<file path="src/rtl/ch0re_pkg.sv">
// Shared types and constants for the ch0re instruction fetch slice.
// Fetch FSM encoding, the decode-side entry layout, and the fixed nop pattern.
package ch0re_pkg;

    typedef enum logic {
        FETCH = 1'b0,
        HALT  = 1'b1
    } ifetch_state_e;

    localparam logic [31:0] NOP_INSTR  = 32'h0000_0013;
    localparam int          ILEN_BYTES = 4;

    typedef struct packed {
        logic [31:0] instr;
        logic [63:0] pc;
        logic        misaligned;
    } fetch_entry_t;

    function automatic logic is_misaligned(input logic [1:0] pc_lsbs);
        return pc_lsbs != 2'b00;
    endfunction

endpackage

</file>
<file path="src/rtl/ch0re_fifo_sync.sv">
// Synchronous FIFO with flush; push while full is accepted only alongside a pop.
// Head entry is presented combinationally so a push becomes visible the next cycle.
module ch0re_fifo_sync #(
    parameter int WIDTH = 8,
    parameter int DEPTH = 2
) (
    input  logic                   clk,
    input  logic                   rst_n,
    input  logic                   flush,
    input  logic                   push,
    input  logic                   pop,
    input  logic [WIDTH-1:0]       din,
    output logic [WIDTH-1:0]       dout,
    output logic                   full,
    output logic                   empty,
    output logic [$clog2(DEPTH):0] count
);

    localparam int AW = $clog2(DEPTH);
    localparam int CW = AW + 1;

    logic [WIDTH-1:0] mem [DEPTH];
    logic [AW-1:0]    wr_ptr_reg;
    logic [AW-1:0]    rd_ptr_reg;
    logic [CW-1:0]    count_reg;
    logic             do_push;
    logic             do_pop;

    assign full    = (count_reg == CW'(DEPTH));
    assign empty   = (count_reg == '0);
    assign count   = count_reg;
    assign dout    = mem[rd_ptr_reg];
    assign do_push = push && (!full || pop);
    assign do_pop  = pop && !empty;

    always_ff @(posedge clk) begin
        if (!rst_n || flush) begin
            wr_ptr_reg <= '0;
            rd_ptr_reg <= '0;
            count_reg  <= '0;
        end else begin
            if (do_push) wr_ptr_reg <= wr_ptr_reg + 1'b1;
            if (do_pop)  rd_ptr_reg <= rd_ptr_reg + 1'b1;
            count_reg <= count_reg + CW'(do_push) - CW'(do_pop);
        end
    end

    // Storage carries no reset; pointers alone define validity.
    always_ff @(posedge clk) begin
        if (do_push) mem[wr_ptr_reg] <= din;
    end

endmodule

</file>
<file path="src/rtl/ch0re_ifetch.sv">
// Instruction fetch: credit-limited requests, in-order response matching via a pc
// queue, redirect flush with discard of in-flight responses, misaligned-target halt.
module ch0re_ifetch
    import ch0re_pkg::*;
#(
    parameter logic [63:0] RESET_PC   = 64'h0,
    parameter int          FIFO_DEPTH = 2
) (
    input  logic        clk,
    input  logic        rst_n,
    input  logic        i_redirect,
    input  logic [63:0] i_redirect_pc,
    output logic        o_imem_req,
    output logic [63:0] o_imem_addr,
    input  logic        i_imem_gnt,
    input  logic        i_imem_rvalid,
    input  logic [31:0] i_imem_rdata,
    output logic        o_valid,
    input  logic        i_ready,
    output logic [31:0] o_instr,
    output logic [63:0] o_pc,
    output logic        o_misaligned
);

    localparam int CW = $clog2(FIFO_DEPTH) + 1;

    ifetch_state_e state_reg;
    logic [63:0]   fetch_pc_reg;
    logic [CW-1:0] outstanding_reg;
    logic [CW-1:0] discard_reg;
    logic          misalign_pending_reg;
    logic [63:0]   misalign_pc_reg;

    logic          rsp_valid;
    logic          rsp_keep;
    logic          credit;
    logic          fire;

    logic [63:0]   pcq_dout;
    logic          pcq_full;
    logic          pcq_empty;
    logic [CW-1:0] pcq_count;

    fetch_entry_t  buf_din;
    fetch_entry_t  buf_dout;
    logic          buf_push;
    logic          buf_pop;
    logic          buf_full;
    logic          buf_empty;
    logic [CW-1:0] buf_count;

    // A response is only meaningful when something is in flight.
    assign rsp_valid = i_imem_rvalid && (outstanding_reg != '0);
    assign rsp_keep  = rsp_valid && (discard_reg == '0) && !i_redirect && (state_reg == FETCH);

    assign credit      = ({1'b0, outstanding_reg} + {1'b0, buf_count}) < (CW+1)'(FIFO_DEPTH);
    assign o_imem_req  = rst_n && (state_reg == FETCH) && !i_redirect && credit;
    assign o_imem_addr = fetch_pc_reg;
    assign fire        = o_imem_req && i_imem_gnt;

    assign buf_push = misalign_pending_reg || rsp_keep;
    assign buf_din  = misalign_pending_reg ? {NOP_INSTR, misalign_pc_reg, 1'b1}
                                           : {i_imem_rdata, pcq_dout, 1'b0};
    assign buf_pop  = o_valid && i_ready;

    assign o_valid      = rst_n && !buf_empty;
    assign o_instr      = buf_dout.instr;
    assign o_pc         = buf_dout.pc;
    assign o_misaligned = buf_dout.misaligned;

    logic unused_pcq;
    assign unused_pcq = &{1'b0, pcq_full, pcq_empty, pcq_count, buf_full};

    // The pc queue is never flushed: discarded responses still retire their entry.
    ch0re_fifo_sync #(
        .WIDTH (64),
        .DEPTH (FIFO_DEPTH)
    ) u_pc_queue (
        .clk   (clk),
        .rst_n (rst_n),
        .flush (1'b0),
        .push  (fire),
        .pop   (rsp_valid),
        .din   (fetch_pc_reg),
        .dout  (pcq_dout),
        .full  (pcq_full),
        .empty (pcq_empty),
        .count (pcq_count)
    );

    ch0re_fifo_sync #(
        .WIDTH ($bits(fetch_entry_t)),
        .DEPTH (FIFO_DEPTH)
    ) u_instr_buf (
        .clk   (clk),
        .rst_n (rst_n),
        .flush (i_redirect),
        .push  (buf_push),
        .pop   (buf_pop),
        .din   (buf_din),
        .dout  (buf_dout),
        .full  (buf_full),
        .empty (buf_empty),
        .count (buf_count)
    );

    always_ff @(posedge clk) begin
        if (!rst_n) begin
            state_reg            <= FETCH;
            fetch_pc_reg         <= RESET_PC;
            outstanding_reg      <= '0;
            discard_reg          <= '0;
            misalign_pending_reg <= 1'b0;
            misalign_pc_reg      <= '0;
        end else begin
            outstanding_reg      <= outstanding_reg + CW'(fire) - CW'(rsp_valid);
            misalign_pending_reg <= 1'b0;
            if (i_redirect) begin
                discard_reg <= outstanding_reg - CW'(rsp_valid);
                if (is_misaligned(i_redirect_pc[1:0])) begin
                    state_reg            <= HALT;
                    misalign_pending_reg <= 1'b1;
                    misalign_pc_reg      <= i_redirect_pc;
                end else begin
                    state_reg    <= FETCH;
                    fetch_pc_reg <= i_redirect_pc;
                end
            end else begin
                if (rsp_valid && (discard_reg != '0)) discard_reg <= discard_reg - CW'(1);
                if (fire) fetch_pc_reg <= fetch_pc_reg + 64'(ILEN_BYTES);
            end
        end
    end

    always_ff @(posedge clk) begin
        if (rst_n && i_imem_rvalid) begin
            assert (outstanding_reg != '0) else $error("imem response with nothing outstanding");
        end
    end

endmodule

</file>
<file path="config.mk">
export PLATFORM = sky130hd
export DESIGN_NAME = ch0re_ifetch
export DESIGN_NICKNAME = d
export VERILOG_FILES = /design/src/rtl/ch0re_pkg.sv /design/src/rtl/ch0re_fifo_sync.sv /design/src/rtl/ch0re_ifetch.sv
export SDC_FILE = /design/constraint.sdc
export NUM_CORES = 1
export LEC_CHECK = 0
export CAP_MARGIN = 20
export CORE_MARGIN = 2
export CORE_UTILIZATION = 60
export CTS_CLUSTER_SIZE = 28
export DETAILED_ROUTE_END_ITERATION = 8
export GPL_TIMING_DRIVEN = 0
export HOLD_SLACK_MARGIN = 0.12
export PLACE_DENSITY = 0.86
export SYNTH_ARGS = -nofsm -noshare
export SYNTH_HDL_FRONTEND = slang
export SYNTH_HIERARCHICAL = 1
export SYNTH_SLANG_ARGS = --single-unit
</file>
<file path="constraint.sdc">
create_clock -name clk -period 10.2 [get_ports clk]
set_input_delay 1.53 -clock clk [delete_from_list [all_inputs] [get_ports clk]]
set_output_delay 1.53 -clock clk [all_outputs]
set_load 0.05 [all_outputs]
</file>
; ---- Word level (Yosys, flattened, before mapping)
; Memories as Yosys holds them, arrays and structs flattened. A register that Yosys moved wholly into a read port is not among the register bits.
; Cells that the tools add are included.
[op_classes]
n_mul = 0
n_shift = 0
bitwise = 1
div = 0
reduce_logical = 36
n_eq_ne = 3
magnitude_cmp = 1
n_mux = 15
addsub = 14
[op_table]
columns = operator, count
row1 = $mux W64, 3
row2 = $mux W97, 1
row3 = $add A64 B3 Y64 const B, 1
row4 = $logic_and A1 B1 Y1, 15
row5 = $reduce_bool A2 Y1, 5
row6 = $mux W1, 9
row7 = $sub A2 B1 Y2, 4
row8 = $add A2 B1 Y2, 3
row9 = $logic_not A1 Y1, 6
row10 = $logic_not A2 Y1, 3
row11 = $reduce_and A2 Y1, 3
row12 = $add A1 B1 Y1 const B, 4
row13 = $eq A2 B2 Y1 const B, 2
row14 = $logic_or A1 B1 Y1, 4
row15 = $mux W2, 2
row16 = $add A2 B2 Y3, 1
row17 = $lt A3 B2 Y1 const B, 1
row18 = $ne A2 B2 Y1 const B, 1
row19 = $sub A2 B1 Y2 const B, 1
row20 = $not A1 Y1, 1
[word_totals]
rom_bits = 0
latch_bits = 0
inputBits = 102
ff_bits = 142
memories = 2
output_inout_bits = 163
ram_bits = 322
wordCells = 84
[mem_list]
columns = name, depth, word_bits, read_ports, rd_clocked_by_memory_dff, wr, line
row1 = u_instr_buf.mem, 2, 97, 1, 1, 1, ch0re_fifo_sync.sv:22  ; logic [WIDTH-1:0] mem [DEPTH];
row2 = u_pc_queue.mem, 2, 64, 1, 1, 1, ch0re_fifo_sync.sv:22

; ---- Depth between registers and ports, before layout
[logic_depth]
ltp_word = 9
depth_mapped = 13
ltp_nobuf = 12

; ---- Cells and area by module
; The synthesis kept the hierarchy.
[modules_own_cells]
columns = module, seq_area_each_um2, instances, area_per_inst_um2, cells_per_inst
row1 = ch0re_ifetch, 2682.6, 1, 7679.9, 1000
row2 = ch0re_fifo_sync at u_instr_buf, 5925.7, 1, 7363.3, 331
row3 = ch0re_fifo_sync at u_pc_queue, 3943.8, 1, 5175.0, 228

; ---- Worst setup path before layout
; OpenSTA, ideal clock, no wires.
[synth_path]
path_kind = input-to-reg
start = in rst_n
end = mem u_instr_buf/mem[0][0] in the netlist's numbering, enable pin
setup_ps = 553
n_path_buf = 1
stages = 6
required_time_ps = 9647
arrival_time_ps = 6893
slack_ps = 2754
path_cell_list = inv_1 -> clkbuf_1 -> nor2_1 -> and2_1 -> o21ai_2 -> nor2_1
[synth_between]
elab_chain_cells = 6
[synth_rtl]
columns = item, line
row1 = "start, declared", ch0re_ifetch.sv:10  ; input logic rst_n,
row2 = $logic_and A1 B1 Y1, ch0re_ifetch.sv:66  ; assign o_valid = rst_n && !buf_empty;
row3 = net o_valid, ch0re_ifetch.sv:18  ; output logic o_valid,
row4 = $logic_and A1 B1 Y1, ch0re_ifetch.sv:64  ; assign buf_pop = o_valid && i_ready;
row5 = net buf_pop, ch0re_ifetch.sv:47  ; logic buf_pop;
row6 = $logic_or A1 B1 Y1, ch0re_fifo_sync.sv:33  ; assign do_push = push && (!full || pop);
row7 = $logic_and A1 B1 Y1, ch0re_fifo_sync.sv:33
row8 = $mux W1, ch0re_fifo_sync.sv:50  ; if (do_push) mem[wr_ptr_reg] <= din;
row9 = $mux W1 (not written as such), ch0re_fifo_sync.sv:50
row10 = "end, declared", ch0re_fifo_sync.sv:22
; The timed path passes the listed nets, and every way through them passes these cells.

; ---- Final worst setup path
[layout_path]
start = in rst_n
end = out o_imem_req
[layout_between]
elab_chain_cells = 3
[layout_rtl]
columns = item, line
row1 = $logic_and A1 B1 Y1 (3 in series), ch0re_ifetch.sv:57  ; assign o_imem_req = rst_n && (state_reg == FETCH) && !i_redirect && credit;
row2 = "end, declared", ch0re_ifetch.sv:13  ; output logic o_imem_req,
; No other way between the ends.

==> impl_metrics.csv <==
group,metric,value,unit
cells_and_area,final_util,75.6,%
cts,cts_tree,"yes",
sta,finalMaxSlewViolations,0,
cts,ctsHtreeMaxLevel,2,
cells_and_area,layout_commonest_cell,"edfxtp_1",
die,die_h,188,um
sta,rsz0062_at_grt,"no",
routing,wire_per_inst,24.8,um
sta,setup_ws,4.34,ns
cts,post_cts_buffers,0,
cells_and_area,top_register,"u_instr_buf/mem",
power_and_ir_drop,ir_worst_vdd,0.153,mV
cts,cts_resized,0,
sta,skew,0.0262,ns
cts,clock_sinks,466,
sta,slew-limit-headroom,29.7,%
setup_path,cp-end-kind,"output pin",
cells_and_area,nNetsFinal,1992,
setup_path,r2r_start,"u_instr_buf/count[0]$_SDFF_PP0_",
cts,clock_path_buffers,3,
cells_and_area,layout_common_cells,"322 x edfxtp_1, 264 x clkdlybuf4s50_1, 200 x nand2_1",
placed_design,dpl.hpwl,40.8,mm
cells_and_area,regArea,12600,um^2
placed_design,dp_slack,4.43,ns
setup_path,path_max_fanout,10,
logic_synthesis,synth.avg_cell_area,13.0,um^2
grt,grt_util_all_layers,32.9,%
sta,worst_hold_slack,0.456,ns
logic_synthesis,syn-num-nets,1668,
logic_synthesis,yosysWarnings,6,
routing,drc,0,
min_path,whs_endpoint,"u_instr_buf/mem[0][0]$_DFFE_PP_",
cells_and_area,largestRegisters,"u_instr_buf/mem x194, u_pc_queue/mem x128",
die,ios,265,
routing,postRouteAntennaNets,0,
routing,wl,58.8,mm
die,die-area,35200,um^2
setup_path,worstPathRequired,8.67,ns
placed_design,place_congestion,0.968,
routing,vias_per_cell,6.22,
sta,fin_crit_sh,57.5,%
die,initial_core_util,60.6,%
die,core_area,33400,um^2
sta,setup_violations,0,
grt,grt_pass1_wl,87.5,mm
cts,clock_latency,0.57,ns
grt,grt_pass1_vias,14600,
power_and_ir_drop,power,4.66,mW
cells_and_area,drive_gt1_share,18.7,%
grt,overflow,0,
logic_synthesis,syn_inst,1556,
routing,first_pass_iters,6,
routing,vias,14700,
sta,worst_pin_slew,1.05,ns
min_path,min_path_type,"register to register",
setup_path,cp.arrival,4.33,ns
setup_path,start_kind,"input pin",
cells_and_area,nFillCells,2059,
grt,grt_antenna_before_repair,3,
min_path,hold_path.startpoint,"misalign_pending_reg$_SDFF_PN0_",
routing,drt_iter0_drc,1793,
cts,cts.hold.buffers_added,0,
placed_design,io_buffers,264,
die,row_count,67,
cells_and_area,largest_reg_flops,194,
setup_path,worstSetupPathType,"input pin to output pin",
cts,numCtsBuffers,46,
power_and_ir_drop,p_per_area,185,nW/um^2
sta,layout_min_cycle_time,5.86,ns
cells_and_area,area_growth,24.8,%
outcome,outcome,"complete, no violations",
cts,clk_pin_slew,0.07,ns
cts,cts-root-buf,"clkbuf_16",
setup_path,r2r_cells,9,
job,drv_cap,0,
cells_and_area,multiInputGateArea,7110,um^2
power_and_ir_drop,p_leak,8.84,nW
setup_path,r2r_slack,6.19,ns
grt,grt_max_degree,32,
die,die_w,188,um
logic_synthesis,netlist_area,20200,um^2
sta,max_freq,0.171,GHz
min_path,hold_depth,0,
sta,finalHoldViolations,0,
setup_path,r2r-end,"u_pc_queue/mem[1][54]$_DFFE_PP_",
[how the worst max path moves through the flow]
stage / from / end / slack (ns) / cells after the start
2_1_floorplan: rst_n / u_instr_buf/mem[0][0]$_DFFE_PP_ / 2.75 / 6
3_3_place_gp: i_redirect / u_instr_buf/mem[0][68]$_DFFE_PP_ / -0.003 / 7
3_5_place_dp: rst_n / o_imem_req / 4.43 / 6
4_1_cts: rst_n / o_imem_req / 4.42 / 6
5_1_grt: rst_n / o_imem_req / 4.28 / 6
6_report: rst_n / o_imem_req / 4.34 / 6
[stage by stage]
stage	setup TNS, ns	cell area, um^2	instances
after floorplan	0	20200	1556
after global placement	-0.0334	23400	2268
after CTS	0	25200	2365
final	0	25200	2368
after global routing	0	25200	2366
after detailed placement	0	23700	2280
[layer usage]
| metal | track usage [%] | vias to the layer above | share of wire [%] |
|---|---|---|---|
| li1 | - | 6436 | - |
| met4 | 14.2 | 2 | 4.3 |
| met1 | 43.1 | 7249 | 39 |
| met3 | 6.06 | 192 | 8.7 |
| met2 | 54.1 | 841 | 48 |
| met5 | 0 | - | 0.022 |
[where the power goes]
part	leakage, nW	internal [mW]	switching (mW)
logic	3.92	0.266	0.444
registers	4.15	2.14	0.0763
clock network	0.768	1.02	0.716
total	8.84	3.42	1.24
[critical path, cell delays in order]
cell and delay, ns:
clkdlybuf4s50_1 0.57, inv_1 0.22, clkbuf_1 0.61, buf_1 0.51, nor2_1 0.16, clkdlybuf4s50_1 0.73
[final cells by class]
type                    instances  area share (%)
repair buffers                276            11.4
inverters                      19           0.283
flip-flops and latches        466            49.8
well taps                     448            2.22
plain buffers                  92            2.00
clock inverters                17           0.655
clock buffers                  68            5.47
multi-input cells             979            28.2
diodes                          3          0.0298
No activity file was read; power rests on OpenSTA's default activity.
